<file path="src/rtl/sumador_pipe_if.sv">
// ----------------------------------------------------------------------------
// sumador_pipe_if
//   Stream bundle between a producer/consumer pair and the sumador_pipe
//   add/subtract pipeline.
//   Producer side : a, b, op, carry_in, input_valid  -> unit ; input_ack <- unit
//   Consumer side : sum, overflow, carry_out, output_valid <- unit ;
//                   output_ack -> unit
//   Status        : level (occupied stages) <- unit
//   Modports:
//     master - the environment (drives operands and output_ack)
//     slave  - the arithmetic unit
// ----------------------------------------------------------------------------
interface sumador_pipe_if #(
    parameter int WIDTH  = 8,
    parameter int STAGES = 2
);
    localparam int LVLW = $clog2(STAGES + 1);

    logic [WIDTH-1:0] a;
    logic [WIDTH-1:0] b;
    logic             op;
    logic             carry_in;
    logic             input_valid;
    logic             input_ack;

    logic [WIDTH-1:0] sum;
    logic             overflow;
    logic             carry_out;
    logic             output_valid;
    logic             output_ack;

    logic [LVLW-1:0]  level;

    modport master (
        output a, b, op, carry_in, input_valid, output_ack,
        input  input_ack, sum, overflow, carry_out, output_valid, level
    );

    modport slave (
        input  a, b, op, carry_in, input_valid, output_ack,
        output input_ack, sum, overflow, carry_out, output_valid, level
    );
endinterface

</file>
<file path="src/rtl/sumador_pipe.sv">
// ----------------------------------------------------------------------------
// sumador_pipe
//   Pipelined signed/unsigned add/subtract unit with valid/ack flow control
//   on both sides. The result is computed combinationally from the operands
//   and captured into stage 0 on an accepted input; STAGES elastic register
//   stages carry it to the output. The ready chain lets a full pipe accept
//   and emit in the same cycle, so there are no bubbles.
//
//   Ports:
//     clk  - clock, all state on the rising edge
//     rst  - asynchronous, active-low reset (rst==0 clears the pipe)
//     bus  - sumador_pipe_if.slave: operands/op/carry_in/input_valid in,
//            input_ack out, sum/overflow/carry_out/output_valid out,
//            output_ack in, level out (occupied stage count)
//
//   Parameters: WIDTH (>=2) operand width, STAGES (>=1) latency in cycles.
//
//   Build option:
//     SUMADOR_SAT_EN - when defined, a signed overflow replaces the stage-0
//                      sum with the signed saturation value; overflow and
//                      carry_out are still reported. Undefined: sum wraps.
// ----------------------------------------------------------------------------
module sumador_pipe #(
    parameter int WIDTH  = 8,
    parameter int STAGES = 2
) (
    input  logic          clk,
    input  logic          rst,
    sumador_pipe_if.slave bus
);
    localparam int LVLW = $clog2(STAGES + 1);

    // ------------------------------------------------------------------
    // Arithmetic: subtraction is a + ~b + ~borrow_in, so a single adder
    // serves both ops; carry_out is inverted back into a borrow for sub.
    // ------------------------------------------------------------------
    logic [WIDTH-1:0] bx;
    logic             cx;
    logic [WIDTH:0]   raw;
    logic [WIDTH-1:0] sum_in;
    logic             ovf_in;
    logic             cout_in;

    always_comb begin
        bx      = bus.op ? ~bus.b : bus.b;
        cx      = bus.op ? ~bus.carry_in : bus.carry_in;
        raw     = {1'b0, bus.a} + {1'b0, bx} + {{WIDTH{1'b0}}, cx};
        // Same-sign operands producing a result of the other sign.
        ovf_in  = (bus.a[WIDTH-1] == bx[WIDTH-1]) && (raw[WIDTH-1] != bus.a[WIDTH-1]);
        cout_in = bus.op ? ~raw[WIDTH] : raw[WIDTH];
`ifdef SUMADOR_SAT_EN
        // On overflow the true result lies beyond the range on a's side.
        if (ovf_in) begin
            sum_in = bus.a[WIDTH-1] ? {1'b1, {(WIDTH-1){1'b0}}}
                                    : {1'b0, {(WIDTH-1){1'b1}}};
        end else begin
            sum_in = raw[WIDTH-1:0];
        end
`else
        sum_in = raw[WIDTH-1:0];
`endif
    end

    // ------------------------------------------------------------------
    // Pipeline state
    // ------------------------------------------------------------------
    logic [STAGES-1:0]            v_q, v_d;
    logic [STAGES-1:0][WIDTH-1:0] sum_q, sum_d;
    logic [STAGES-1:0]            ovf_q, ovf_d;
    logic [STAGES-1:0]            cout_q, cout_d;
    logic [LVLW-1:0]              level_q, level_d;

    // What each stage would load: the inputs for stage 0, the previous
    // stage otherwise.
    logic [STAGES-1:0]            up_v;
    logic [STAGES-1:0][WIDTH-1:0] up_sum;
    logic [STAGES-1:0]            up_ovf;
    logic [STAGES-1:0]            up_cout;

    logic [STAGES-1:0]            adv;
    logic                         in_hs;
    logic                         out_hs;

    // Ready chain: a stage may load when it is empty or when the stage
    // after it is moving on this cycle.
    always_comb begin
        adv = '0;
        adv[STAGES-1] = ~v_q[STAGES-1] | bus.output_ack;
        for (int i = STAGES - 2; i >= 0; i--) begin
            adv[i] = ~v_q[i] | adv[i+1];
        end
    end

    always_comb begin
        up_v       = '0;
        up_sum     = '0;
        up_ovf     = '0;
        up_cout    = '0;
        up_v[0]    = bus.input_valid;
        up_sum[0]  = sum_in;
        up_ovf[0]  = ovf_in;
        up_cout[0] = cout_in;
        for (int i = 1; i < STAGES; i++) begin
            up_v[i]    = v_q[i-1];
            up_sum[i]  = sum_q[i-1];
            up_ovf[i]  = ovf_q[i-1];
            up_cout[i] = cout_q[i-1];
        end
    end

    always_comb begin
        v_d    = v_q;
        sum_d  = sum_q;
        ovf_d  = ovf_q;
        cout_d = cout_q;
        for (int i = 0; i < STAGES; i++) begin
            if (adv[i]) begin
                v_d[i] = up_v[i];
                // Payload only moves with valid data, so an emptied output
                // stage keeps presenting its last result.
                if (up_v[i]) begin
                    sum_d[i]  = up_sum[i];
                    ovf_d[i]  = up_ovf[i];
                    cout_d[i] = up_cout[i];
                end
            end
        end
    end

    // Occupancy counter tracks the handshakes directly.
    always_comb begin
        in_hs  = bus.input_valid & adv[0];
        out_hs = v_q[STAGES-1] & bus.output_ack;
        case ({in_hs, out_hs})
            2'b10:   level_d = level_q + LVLW'(1);
            2'b01:   level_d = level_q - LVLW'(1);
            default: level_d = level_q;
        endcase
    end

    always_ff @(posedge clk or negedge rst) begin
        if (!rst) begin
            v_q     <= '0;
            sum_q   <= '0;
            ovf_q   <= '0;
            cout_q  <= '0;
            level_q <= '0;
        end else begin
            v_q     <= v_d;
            sum_q   <= sum_d;
            ovf_q   <= ovf_d;
            cout_q  <= cout_d;
            level_q <= level_d;
        end
    end

    assign bus.input_ack    = adv[0];
    assign bus.sum          = sum_q[STAGES-1];
    assign bus.overflow     = ovf_q[STAGES-1];
    assign bus.carry_out    = cout_q[STAGES-1];
    assign bus.output_valid = v_q[STAGES-1];
    assign bus.level        = level_q;
endmodule
</file>
<file path="src/flat_wrapper.sv">
// flat-port wrapper written by rule: the top's interface ports become plain ports
module sumador_pipe_flat 
#(
    parameter int WIDTH  = 8,
    parameter int STAGES = 2
)
  (clk, rst, bus_a, bus_b, bus_op, bus_carry_in, bus_input_valid, bus_output_ack, bus_input_ack, bus_sum, bus_overflow, bus_carry_out, bus_output_valid, bus_level);
  sumador_pipe_if #(.WIDTH(WIDTH), .STAGES(STAGES)) bus_i ();
  input  logic clk;
  input  logic rst;
  input wire logic [$bits(bus_i.a)-1:0] bus_a;
  input wire logic [$bits(bus_i.b)-1:0] bus_b;
  input wire logic [$bits(bus_i.op)-1:0] bus_op;
  input wire logic [$bits(bus_i.carry_in)-1:0] bus_carry_in;
  input wire logic [$bits(bus_i.input_valid)-1:0] bus_input_valid;
  input wire logic [$bits(bus_i.output_ack)-1:0] bus_output_ack;
  output wire logic [$bits(bus_i.input_ack)-1:0] bus_input_ack;
  output wire logic [$bits(bus_i.sum)-1:0] bus_sum;
  output wire logic [$bits(bus_i.overflow)-1:0] bus_overflow;
  output wire logic [$bits(bus_i.carry_out)-1:0] bus_carry_out;
  output wire logic [$bits(bus_i.output_valid)-1:0] bus_output_valid;
  output wire logic [$bits(bus_i.level)-1:0] bus_level;
  assign bus_i.a = bus_a;
  assign bus_i.b = bus_b;
  assign bus_i.op = bus_op;
  assign bus_i.carry_in = bus_carry_in;
  assign bus_i.input_valid = bus_input_valid;
  assign bus_i.output_ack = bus_output_ack;
  assign bus_input_ack = bus_i.input_ack;
  assign bus_sum = bus_i.sum;
  assign bus_overflow = bus_i.overflow;
  assign bus_carry_out = bus_i.carry_out;
  assign bus_output_valid = bus_i.output_valid;
  assign bus_level = bus_i.level;
  sumador_pipe #(.WIDTH(WIDTH), .STAGES(STAGES)) u_core (.clk(clk), .rst(rst), .bus(bus_i));
endmodule
</file>
<file path="config.mk">
export PLATFORM = sky130hd
export DESIGN_NAME = sumador_pipe_flat
export DESIGN_NICKNAME = d
export VERILOG_FILES = /design/src/rtl/sumador_pipe_if.sv /design/src/rtl/sumador_pipe.sv /design/src/flat_wrapper.sv
export SDC_FILE = /design/constraint.sdc
export NUM_CORES = 1
export LEC_CHECK = 0
export ABC_AREA = 1
export CAP_MARGIN = 5
export CELL_PAD_IN_SITES_DETAIL_PLACEMENT = 1
export CELL_PAD_IN_SITES_GLOBAL_PLACEMENT = 1
export CORE_UTILIZATION = 33
export CTS_CLUSTER_DIAMETER = 40
export DETAILED_ROUTE_END_ITERATION = 7
export PLACE_DENSITY_LB_ADDON = 0.12
export REMOVE_ABC_BUFFERS = 1
export SYNTH_ARGS = -nofsm -noshare
export SYNTH_HDL_FRONTEND = slang
export SYNTH_SLANG_ARGS = --single-unit
</file>
<file path="constraint.sdc">
create_clock -name clk -period 1.4 [get_ports clk]
set_input_delay 0.14 -clock clk [delete_from_list [all_inputs] [get_ports clk]]
set_output_delay 0.14 -clock clk [all_outputs]
set_load 0.05 [all_outputs]
</file>
==> reports/results.txt <==
The total overflow left after global routing is 0. Across the run, the number of max-cap violations was 0. Setup violations remaining at the end of the flow were counted as 5.

The clock insertion delay at the later pin of the skew report came out at 0.26 ns. Number of enable flip-flop cells after synthesis: 0. The congestion estimate from routability-driven global placement came to 0.785. On the final layout, the worst clock skew is 0.00124 ns. Length in cells of the worst reg-to-reg path: 7.

The mean instance size in the synthesized netlist is 8.57 sq um, and the area of the core region is 0.00435 sq mm. The max-slew violation total from the final report is 0, and the hold buffer count at cts is 0. TritonCTS built the clock tree. Buffers inserted during clock tree synthesis total 3. The initial antenna violation count is 0. At the pin with the least slew margin, the transition time is 0.295 ns. The detailed router finished its first iteration with 24 violations. The run gives 0 as the final count of hold timing violations. The logs give 0.00243 sq mm for the final instance area and 1.55 ns for the required time reported for the critical path endpoint.

The die covers 0.00482 sq mm. The run finished, with violations left. The maximum vdd drop is 510 uV, and the instance count of the mapped netlist is 175. The area fraction of the dominant cell type after synthesis was 0.401.

The setup path with the least slack is of type in2reg. The average wire length per cell after detail routing is 14.5 microns. The tools report the length of the first detailed-routing pass in iterations as 4.

The peak fanout along the critical path came out at 3. STA puts the critical path data arrival time at 1.63 ns. Summing over every cut layer, the via total after detailed routing is 1322. The sequential share of the synthesized area is 0.401.

The tools report the starting density of the core as 0.344. Number of buffers inserted by port buffering: 35. In the final timing run, aggregate negative setup slack is -0.249 ns. The logs give 0.803 for the worst slew margin relative to its limit and 36 for the number of I/O pins.

The tools report the critical path capture point type as a flip-flop. The fraction of the cycle the final worst path needs was 1.06. The worst setup path is launched from an input pin.

Across all register-to-register paths, the minimum setup slack is 0.09 ns. Number of inserted diodes: 0. The tools report the DRC violations left as 0. Worst min-delay path class: in2async. The smallest hold slack came out at 0.232 ns.

Counting I/O delays and the setup requirement, the final critical path takes 1.48 ns. For the final net count, the log shows 262. The count of antenna-violating nets left after detailed routing came out at 0. In this run the critical register-to-register path is captured at u_core.sum_q[7]. For the wire length of the first global-routing pass, the log shows 6600 microns. By area the synthesized netlist is led by sky130_fd_sc_hd__dfrtp_1 40%, sky130_fd_sc_hd__nand2_1 13%, sky130_fd_sc_hd__ha_1 6.7%. The die is 69.4 microns wide.

Clock tree synthesis selected as its root buffer the cell sky130_fd_sc_hd__clkbuf_8. The post-route worst setup slack is -0.0774 ns, and the maximum root-to-sink buffer count is 2. The cell type with the largest total area after synthesis was sky130_fd_sc_hd__dfrtp_1. The synthesized netlist occupies a cell area of 0.00150 sq mm. The async set-or-reset flop fraction in the synthesized netlist is 1.00. The number of warnings reported in the yosys synthesis log came out at 0. Maximum operating frequency: 677 MHz.

Clock-pin slew was measured on the worst setup and hold paths at 0.08 ns. The run gives 1 as the number of levels in the clock H-tree. Setup repair after global routing could not meet its margin everywhere.

The commonest register cell after synthesis is sky130_fd_sc_hd__dfrtp_1. The clock drives 24 sinks. After detailed routing, the number of vias per cell comes to 4.72.

Dividing total power by cell area gives a power density of 1600 mW/mm^2. The post-synthesis register bit count is 24, and the pin count of the biggest net entering global routing is 25. Fill cells in the final layout number 479. The share of the core filled with cells was 0.558; the via count of the first global-routing pass was 1489.

The floorplan has 24 rows. The area added between synthesis and finish came out at 62.1%. The wire-length estimate of the detail-placed layout is 2990 microns.

The all-layer global routing usage was 0.172. Summed over all cells, the static leakage comes to 1.23 nW. The library cell with the highest instance count after synthesis is sky130_fd_sc_hd__nand2_1. In this run the critical register-to-register path is launched from u_core.v_q[1]. The floorplan step set the die height to 69.4 microns. The number of different library cells used by synthesis comes to 24. The final reports fail on negative setup slack.

Sorting the synthesized cells by how often they occur yields 53 x sky130_fd_sc_hd__nand2_1, 24 x sky130_fd_sc_hd__dfrtp_1, 19 x sky130_fd_sc_hd__inv_1. The share of final-layout standard cells stronger than drive strength 1 was 0.425. The routed design has 4070 microns of wire. Once placement finished, the instance area stood at 0.00211 sq mm.

Power comes to 3.89 mW.
==> stage by stage <==
step / std cells / worst slack, ns
floorplan: 164 / -0.761
finish: 280 / -0.0774
CTS: 277 / -0.151
global placement: 269 / -0.821
global route: 280 / -0.123
detailed placement: 269 / -0.977
==> power by group <==
group / leakage (nW) / switching, mW / internal (mW) / total (mW)
sequential: 0.290 / 0.233 / 0.935 / 1.17
combinational: 0.917 / 1.17 / 1.17 / 2.33
clock: 0.0216 / 0.195 / 0.192 / 0.386
==> routing by layer <==
layer	up-vias	GRT usage	wire length [microns]
met5	-	0	0
met4	0	0.0658	83
met3	6	0.0131	87
met2	29	0.346	2320
met1	644	0.182	1570
li1	643	-	-
==> sequential cells by signal, summed over array words and instances (netlist names) <==
register	flops
u_core.v_q	2
u_core.bus.level	2
u_core.ovf_q	2
u_core.cout_q	2
u_core.bus.sum	8
u_core.sum_q	8
==> kinds of logic after synthesis <==
logic type      Yosys count  synth area share
simple gates             76             0.215
buf+inv                  32             0.109
flops                    24             0.401
compound gates           13            0.0467
xor+xnor                 13            0.0760
fa+ha+maj                10            0.0935
mux                       7            0.0601
==> critical path: stages <==
cell and delay (ns):
sky130_fd_sc_hd__buf_6 0.10, sky130_fd_sc_hd__xor2_2 0.17, sky130_fd_sc_hd__fa_2 0.38, sky130_fd_sc_hd__fa_2 0.37, sky130_fd_sc_hd__nand3_2 0.11, sky130_fd_sc_hd__nand2_4 0.09
sky130_fd_sc_hd__nand2_4 0.08, sky130_fd_sc_hd__nand3_2 0.05, sky130_fd_sc_hd__nand3_1 0.09, sky130_fd_sc_hd__nand2_1 0.06
==> worst max-delay path by stage <==
stage | from | endpoint | slack [ns] | cells past startpoint
floorplan | u_core.v_q[1] | u_core.bus.level[1] | -0.76 | 6
global placement | bus_op | u_core.cout_q[0] | -0.82 | 10
detailed placement | bus_op | u_core.cout_q[0] | -0.98 | 10
CTS | bus_b[0] | u_core.cout_q[0] | -0.15 | 11
global route | bus_b[0] | u_core.cout_q[0] | -0.12 | 11
finish | bus_b[0] | u_core.cout_q[0] | -0.08 | 10
==> layout make-up <==
type | count | area, sq um | area share
Multi-Input combinational cell | 119 | 950 | 0.391
Sequential cell | 24 | 601 | 0.247
Clock buffer | 3 | 41.3 | 0.0170
Tap cell | 52 | 65.1 | 0.0268
Inverter | 21 | 78.8 | 0.0324
Timing Repair Buffer | 61 | 694 | 0.286
==> timing repair <==
item                                   4_1_cts  5_1_grt
resized for setup                           46       31
endpoints found under the hold margin        0        0
setup buffers                                5        3
setup endpoints to repair                   10        9
pin swaps                                   22       27
==> placed cells by master, fill, tap and decap left out, types with 4 or more instances in the layout <==
master,count
sky130_fd_sc_hd__nand3_1,6
sky130_fd_sc_hd__buf_4,23
sky130_fd_sc_hd__buf_12,14
sky130_fd_sc_hd__dlygate4sd2_1,4
sky130_fd_sc_hd__nand3_2,5
sky130_fd_sc_hd__dfrtp_1,24
sky130_fd_sc_hd__nand2_4,7
sky130_fd_sc_hd__mux2_2,4
sky130_fd_sc_hd__o21ai_0,4
sky130_fd_sc_hd__ha_4,4
sky130_fd_sc_hd__buf_6,5
sky130_fd_sc_hd__xor2_1,7
sky130_fd_sc_hd__nand2_2,10
sky130_fd_sc_hd__inv_1,17
sky130_fd_sc_hd__inv_2,4
sky130_fd_sc_hd__ha_1,4
sky130_fd_sc_hd__clkdlybuf4s50_1,11
sky130_fd_sc_hd__nand2_1,39
(Power assumes the default switching activity.)
